**config.mk**
```make
export PLATFORM = sky130hd
export DESIGN_NAME = stream_packetizer
export DESIGN_NICKNAME = d
export VERILOG_FILES = /design/src/rtl/stream_packetizer_pkg.sv /design/src/rtl/stream_packetizer_output_register.sv /design/src/rtl/stream_packetizer.sv
export SDC_FILE = /design/constraint.sdc
export NUM_CORES = 1
export LEC_CHECK = 0
export CAP_MARGIN = 20
export CORE_ASPECT_RATIO = 0.6
export CORE_MARGIN = 3
export CORE_UTILIZATION = 43
export DETAILED_ROUTE_END_ITERATION = 8
export GPL_TIMING_DRIVEN = 0
export PLACE_DENSITY = 0.81
export SKIP_LAST_GASP = 1
export SYNTH_ARGS = -nofsm -noshare
export SYNTH_HDL_FRONTEND = slang
export SYNTH_SLANG_ARGS = --single-unit
```
**constraint.sdc**
```tcl
create_clock -name aclk -period 1.89 [get_ports aclk]
set_input_delay 0.2835 -clock aclk [delete_from_list [all_inputs] [get_ports aclk]]
set_output_delay 0.2835 -clock aclk [all_outputs]
set_load 0.02 [all_outputs]
```
**src/rtl/stream_packetizer_pkg.sv**
```systemverilog
// ============================================================================
// Module      : stream_packetizer_pkg
// Description : Shared constants for the stream packetizer (FSM encoding,
//               default packet length).
// Revision    : 1.0 - initial release
// ============================================================================
`default_nettype none

package stream_packetizer_pkg;

    localparam int unsigned    c_state_width    = 1;
    localparam logic [0:0]     c_state_idle     = 1'b0;
    localparam logic [0:0]     c_state_run      = 1'b1;

    // Length-minus-one value for a 4-word packet
    localparam int unsigned    c_default_length = 3;

endpackage

`default_nettype wire

```
**src/rtl/stream_packetizer_output_register.sv**
```systemverilog
// ============================================================================
// Module      : stream_packetizer_output_register
// Description : Single valid/ready register slice carrying data plus a last
//               flag, with ready derived combinationally from the output side.
// Revision    : 1.0 - initial release
// ============================================================================
`default_nettype none

module stream_packetizer_output_register #(
    parameter int DATA_WIDTH = 32
) (
    input  logic                  clk,
    input  logic                  rst,
    input  logic [DATA_WIDTH-1:0] in_data,
    input  logic                  in_last,
    input  logic                  in_valid,
    output logic                  in_ready,
    output logic [DATA_WIDTH-1:0] out_data,
    output logic                  out_last,
    output logic                  out_valid,
    input  logic                  out_ready
);

    logic [DATA_WIDTH-1:0] r_data;
    logic                  r_last;
    logic                  r_valid;

    // Free when empty or being emptied this cycle, so back-to-back words flow
    assign in_ready = ~r_valid | out_ready;

    always_ff @(posedge clk) begin
        if (rst) begin
            r_data  <= '0;
            r_last  <= 1'b0;
            r_valid <= 1'b0;
        end else if (in_valid && in_ready) begin
            r_data  <= in_data;
            r_last  <= in_last;
            r_valid <= 1'b1;
        end else if (out_ready) begin
            r_last  <= 1'b0;
            r_valid <= 1'b0;
        end
    end

    assign out_data  = r_data;
    assign out_last  = r_last;
    assign out_valid = r_valid;

endmodule

`default_nettype wire

```
**src/rtl/stream_packetizer.sv**
```systemverilog
// ============================================================================
// Module      : stream_packetizer
// Description : Cuts a valid/ready word stream into fixed-length packets,
//               flagging the final word with out_last, and counts packets.
// Revision    : 1.0 - initial release
// ============================================================================
`default_nettype none

module stream_packetizer
    import stream_packetizer_pkg::*;
#(
    parameter int DATA_WIDTH = 32,
    parameter int CNTR_WIDTH = 16
) (
    input  logic                  aclk,
    input  logic                  areset,
    input  logic [CNTR_WIDTH-1:0] cfg_length,
    input  logic                  enable,
    input  logic [DATA_WIDTH-1:0] in_data,
    input  logic                  in_valid,
    output logic                  in_ready,
    output logic [DATA_WIDTH-1:0] out_data,
    output logic                  out_valid,
    input  logic                  out_ready,
    output logic                  out_last,
    output logic [31:0]           sts_packets
);

    logic [c_state_width-1:0] r_state;
    logic [c_state_width-1:0] w_state_next;
    logic [CNTR_WIDTH-1:0]    r_cnt;
    logic [CNTR_WIDTH-1:0]    r_len;
    logic                     w_run;
    logic                     w_slice_valid;
    logic                     w_slice_ready;
    logic                     w_in_hs;
    logic                     w_pkt_end;

    assign w_in_hs   = in_valid & in_ready;
    assign w_pkt_end = (r_cnt == r_len);

    always_ff @(posedge aclk) begin
        if (areset) begin
            r_state <= c_state_idle;
        end else begin
            r_state <= w_state_next;
        end
    end

    always_comb begin
        w_state_next = r_state;
        case (r_state)
            c_state_idle: begin
                if (enable) begin
                    w_state_next = c_state_run;
                end
            end
            c_state_run: begin
                if (w_in_hs && w_pkt_end && !enable) begin
                    w_state_next = c_state_idle;
                end
            end
            default: begin
                w_state_next = c_state_idle;
            end
        endcase
    end

    always_comb begin
        w_run         = (r_state == c_state_run);
        w_slice_valid = in_valid & w_run;
        in_ready      = w_run & w_slice_ready;
    end

    // Length is only sampled at a packet boundary, so mid-packet cfg changes wait
    always_ff @(posedge aclk) begin
        if (areset) begin
            r_cnt <= '0;
            r_len <= '0;
        end else if ((r_state == c_state_idle) && enable) begin
            r_cnt <= '0;
            r_len <= cfg_length;
        end else if (w_in_hs) begin
            if (w_pkt_end) begin
                r_cnt <= '0;
                if (enable) begin
                    r_len <= cfg_length;
                end
            end else begin
                r_cnt <= r_cnt + CNTR_WIDTH'(1);
            end
        end
    end

    always_ff @(posedge aclk) begin
        if (areset) begin
            sts_packets <= '0;
        end else if (out_valid && out_ready && out_last) begin
            sts_packets <= sts_packets + 32'd1;
        end
    end

    stream_packetizer_output_register #(
        .DATA_WIDTH (DATA_WIDTH)
    ) u_output_register (
        .clk       (aclk),
        .rst       (areset),
        .in_data   (in_data),
        .in_last   (w_pkt_end),
        .in_valid  (w_slice_valid),
        .in_ready  (w_slice_ready),
        .out_data  (out_data),
        .out_last  (out_last),
        .out_valid (out_valid),
        .out_ready (out_ready)
    );

endmodule

`default_nettype wire

```
# After elaboration in Yosys (flattened, before gate mapping)
# Cells that the tools add are included.
# totals
reg_bits	99
out_inout_bits	67
inputBits	53
# op_classes
n_bitwise	6
n_reduce_logical	13
muxes	11
eq_ne	1
n_addsub	2
# op_table
cell	n
$mux W16	5
$add A32 B1 Y32 const B	1
$add A16 B1 Y16 const B	1
$eq A16 B16 Y1	1
$reduce_bool A2 Y1	4
$logic_and A1 B1 Y1	6
$mux W1	5
$and A1 B1 Y1	3
$reduce_and A3 Y1	1
$not A1 Y1	2
$pmux W1 S2	1
$reduce_or A2 Y1	1
$logic_not A1 Y1	1
$or A1 B1 Y1	1

# Depth between registers and ports, before layout
# depth
depth_word	8
ltp_mapped	7
mapped_depth_nobuf	6

# Hierarchy
# A second synthesis with hierarchy kept.
# hier_totals
cells_unflattened	507
area_unflattened_um2	4927.2
# by_module_without_submodules
module	n_inst	seq_area_each_um2	area_per_inst_um2	cells_per_inst
stream_packetizer	1	1301.2	3091.7	352
stream_packetizer_output_register	1	680.7	1835.5	155

# Worst setup path before layout
# Ideal clock, no wire load.
# synth_timing
path_type	reg2reg
start	reg sts_packets[0]
end	reg sts_packets[20]
path_stages_with_launch	7
path_buffers	0
slack_ps	1
synth_period_minus_slack_ps	1889
t_arrival_ps	1762
setup_time_ps	128
path_cell_list	dfxtp_1 > ha_1 > nand4_1 > nor3_1 > nand4_1 > xnor2_1 > nor2_1
# synth_between
elab_chain_len	1
# synth_lines
item	line	source
start, declared	stream_packetizer.sv:26	output logic [31:0] sts_packets
start signal, assigned	stream_packetizer.sv:99	sts_packets <= sts_packets + 32'd1;
$add A32 B1 Y32	stream_packetizer.sv:99	
# Every way passes these cells.
# A chain may end at the register's enable or synchronous reset.

# Final worst setup path
# layout_timing
start	reg r_len[9]
end	reg r_len[7]
# layout_between
elab_chain_len	3
# layout_lines
item	line	source
start, declared	stream_packetizer.sv:32	logic [CNTR_WIDTH-1:0] r_len;
start signal, assigned	stream_packetizer.sv:82	r_len <= cfg_length;
start signal, assigned	stream_packetizer.sv:87	r_len <= cfg_length;
$eq A16 B16 Y1	stream_packetizer.sv:40	assign w_pkt_end = (r_cnt == r_len);
$reduce_bool A2 Y1 (no line)	n/a	
$reduce_and A3 Y1 (no line)	n/a	
# Every way passes these cells.

==> impl_metrics.env <==
export IMPL_min_path_type="in2reg"
export IMPL_path_cells="xor2_1, nor4_4, nand3_2, o211a_1, buf_6, buf_12, buf_8, a221o_1"
export IMPL_slowest_delay_ns=0.34
export IMPL_critPathLaunchType="register"
export IMPL_overflow=0
export IMPL_hold_buffers=0
export IMPL_grt_max_degree=17
export IMPL_die_w_um=134.7
export IMPL_yosysSeqAreaShare=0.4636
export IMPL_ir_worst_vdd_v=0.0006012
export IMPL_port_buffers=117
export IMPL_setup_viol=27
export IMPL_drtIter0Drc=239
export IMPL_drv_cap=0
export IMPL_drc=0
export IMPL_synth_seq_cells=99
export IMPL_cellLeakagePower_nw=2.349
export IMPL_via_count=4142
export IMPL_antenna_found_initial=0
export IMPL_rsz0062_at_grt="yes"
export IMPL_avgSynthCellArea_um2=8.466
export IMPL_p_seq_frac=0.469
export IMPL_synth_area_leader_cell="dfxtp_1"
export IMPL_wl_um=12900
export IMPL_p_int_w=0.003558
export IMPL_ioPinCount=120
export IMPL_wl_met2_um=5780
export IMPL_wl_met1_um=5919
export IMPL_end_kind="register"
export IMPL_synthCells=505
export IMPL_dieArea_um2=11210
export IMPL_ys_flop_type="dfxtp_1"
export IMPL_finalSetupTns_ns=-1.715
export IMPL_ff_latch_area_um2=2003
export IMPL_cts_buffer_depth=2
export IMPL_area_growth_syn_to_layout_pct=47.00
export IMPL_switching_share=0.2471
export IMPL_drive_gt1_frac=0.1079
export IMPL_cts_buffers=9
export IMPL_path_clk_slew_ns=0.07
export IMPL_grt_usage=0.2241
export IMPL_power_frac_clock=0.393
export IMPL_synth_edff_count=0
export IMPL_synth_nets=560
export IMPL_worst_slack_ns=-0.1349
export IMPL_ys_top_cells_by_area="dfxtp_1 (46%), xor2_1 (8.8%), nand2_1 (8.4%)"
export IMPL_fin_crit_sh=1.071
export IMPL_dp_hpwl_um=9065
export IMPL_hp_start="enable"
export IMPL_cp_max_fo=5
export IMPL_highest_layer="met4"
export IMPL_r2r_start="r_len[9]$_SDFFE_PP0P_"
export IMPL_viasPerCell=5.256
export IMPL_crit_start="r_len[9]$_SDFFE_PP0P_"
export IMPL_start_util=0.4536
export IMPL_required_ns=2.12
export IMPL_synthSimpleGateAreaFrac=0.2681
export IMPL_insertion_delay_ns=0.34
export IMPL_synthesis_area_um2=4275
export IMPL_finClkSkew_ns=0.006721
export IMPL_drtPass1Iterations=4
export IMPL_synth_top_cell_area_share=0.4636
export IMPL_tritoncts="built"
export IMPL_critPathKind="reg2reg"
export IMPL_hold_viol_final=0
export IMPL_synth_compound_area_share=0.1039
export IMPL_cts_root_buf="clkbuf_16"
export IMPL_htree_levels=3
export IMPL_coreArea_um2=9425
export IMPL_grt_first_pass_wirelength_um=20390
export IMPL_min_period_ns=2.025
export IMPL_run_status="finished with violations"
export IMPL_gp_congestion=0.8686
export IMPL_max_slew_margin=0.6074
export IMPL_grt_pass1_vias=4152
export IMPL_synthXorXnorAreaFrac=0.1250
export IMPL_ys_types=31
export IMPL_p_switching_w=0.001168
export IMPL_synth_mux_area_frac=0.002341
export IMPL_critPathArrivalTime_ns=2.25
export IMPL_fillers=703
export IMPL_violations="negative setup slack"
export IMPL_dieHeight_um=83.24
export IMPL_multiInputGateArea_um2=2292
export IMPL_ys_async_sr_fraction=0
export IMPL_cts_sinks=99
export IMPL_wl_per_cell_um=16.37
export IMPL_place_ws_ns=-0.6845
export IMPL_ys_warn_count=0
export IMPL_worstMarginPinSlew_ns=0.5889
export IMPL_cellPowerDensity_nw_per_um2=751.8
export IMPL_synth_top_family_by_area="simple AND/OR/NAND/NOR gates"
export IMPL_slowest_stage="dfxtp_2"
export IMPL_wl_met3_um=1027
export IMPL_p_comb_frac=0.138
export IMPL_nets=708
export IMPL_fmax_mhz=493.8
export IMPL_slew_violations=0
export IMPL_diodes=0
export IMPL_rows=27
export IMPL_final_antenna_net_count=0
export IMPL_synthAdderAreaFrac=0.005853
[power groups by stage]
stage / combinational [W] / sequential (W) / clock [W]
after floorplan: 0.000240 / 0.00229 / 0
after global placement: 0.000531 / 0.00225 / 0
after detailed placement: 0.000547 / 0.00226 / 0
after CTS: 0.000627 / 0.00221 / 0.00188
after global routing: 0.000702 / 0.00222 / 0.00197
final: 0.000653 / 0.00222 / 0.00186
[cell type report]
class,count,area share
tap,130,0.02588
clock inverter,5,0.009954
clock buffer,11,0.03862
timing repair buffer,137,0.2166
sequential,99,0.3187
multi-input combinational,375,0.3647
inverter,6,0.003584
buffer,25,0.02190
[sequential cells by signal (all words and copies together), names as in the netlist]
register                     flops
r_len                           16
sts_packets                     32
u_output_register.out_valid      1
r_state                          1
u_output_register.out_data      32
r_cnt                           16
u_output_register.out_last       1
[cell families after synthesis]
group,after synthesis
DFF,99
xor gates and xnor gates,61
AOI/OAI and AO/OA,71
and+or+nand+nor,240
buffers and inverters,31
adders and majority gates,2
muxes,1
[cells in the final DEF, fill, tap and decap left out, drive strengths merged, types with 18 or more instances in the layout]
master,count
a21oi,51
buf,29
clkbuf,27
clkdlybuf4s50,115
dfxtp,99
nand2,96
nand3,23
nor2,53
xnor2,18
xor2,43
[what timing repair did]
action,4_1_cts,5_1_grt
buffers inserted,11,9
pin swaps,3,12
endpoints found under the setup margin,87,56
cloned,1,0
resized for setup,32,21
endpoints found under the hold margin,0,0
[Yosys cell counts (2+ instances only)]
cell and count:
clkbuf_1 16, buf_6 2, a221o_1 16, ha_1 2
nor4_2 3, and2_1 6, buf_2 2, nand2b_1 2
buf_1 5, nor2_1 53, a21oi_1 51, and3_1 5
xor2_1 43, o21ai_0 2, inv_1 5, nor3_1 8
dfxtp_1 99, and4_1 5, nand3_1 23, nand4_1 14
nor4_1 5, xnor2_1 18, nand2_1 96, nand3b_1 17
[per-stage QoR]
stage	hold slack [ns]	total power [W]	std cells	utilization	cell area, um2
2_1_floorplan	0.4195	0.002530	505	-	4275
3_3_place_gp	0.4411	0.002784	752	0.5951	5609
3_5_place_dp	0.4462	0.002804	752	0.5951	5609
4_1_cts	0.4391	0.004720	780	0.6539	6163
5_1_grt	0.4667	0.004892	788	0.6668	6285
6_report	0.4488	0.004725	788	0.6668	6285
[path summary, 6_finish.rpt]
path                                                     end  slack [ns]  depth (start not counted)
setup / recovery                       r_len[7]$_SDFFE_PP0P_       -0.13                          8
hold / removal                            r_state$_SDFF_PP0_        0.45                          3
setup reg to reg                       r_len[7]$_SDFFE_PP0P_       -0.13                          8
hold reg to reg   u_output_register.out_data[1]$_SDFFE_PP0P_        0.45                          2
[routing by layer]
layer / vias to the layer above / track usage
met4: 0 / 0.06192
met5: - / 0
li1: 2016 / -
met2: 156 / 0.3556
met1: 1947 / 0.2899
met3: 23 / 0.07809
[worst max-delay path: cells and delay by family (launching register included)]
family / cells / cell delay (ns)
AO/OA/AOI/OAI: 2 / 0.57
AND/OR/NAND/NOR: 2 / 0.43
buffers and inverters: 3 / 0.37
flip-flops: 1 / 0.34
XOR/XNOR: 1 / 0.20
Power figures use the tool's default switching activity.
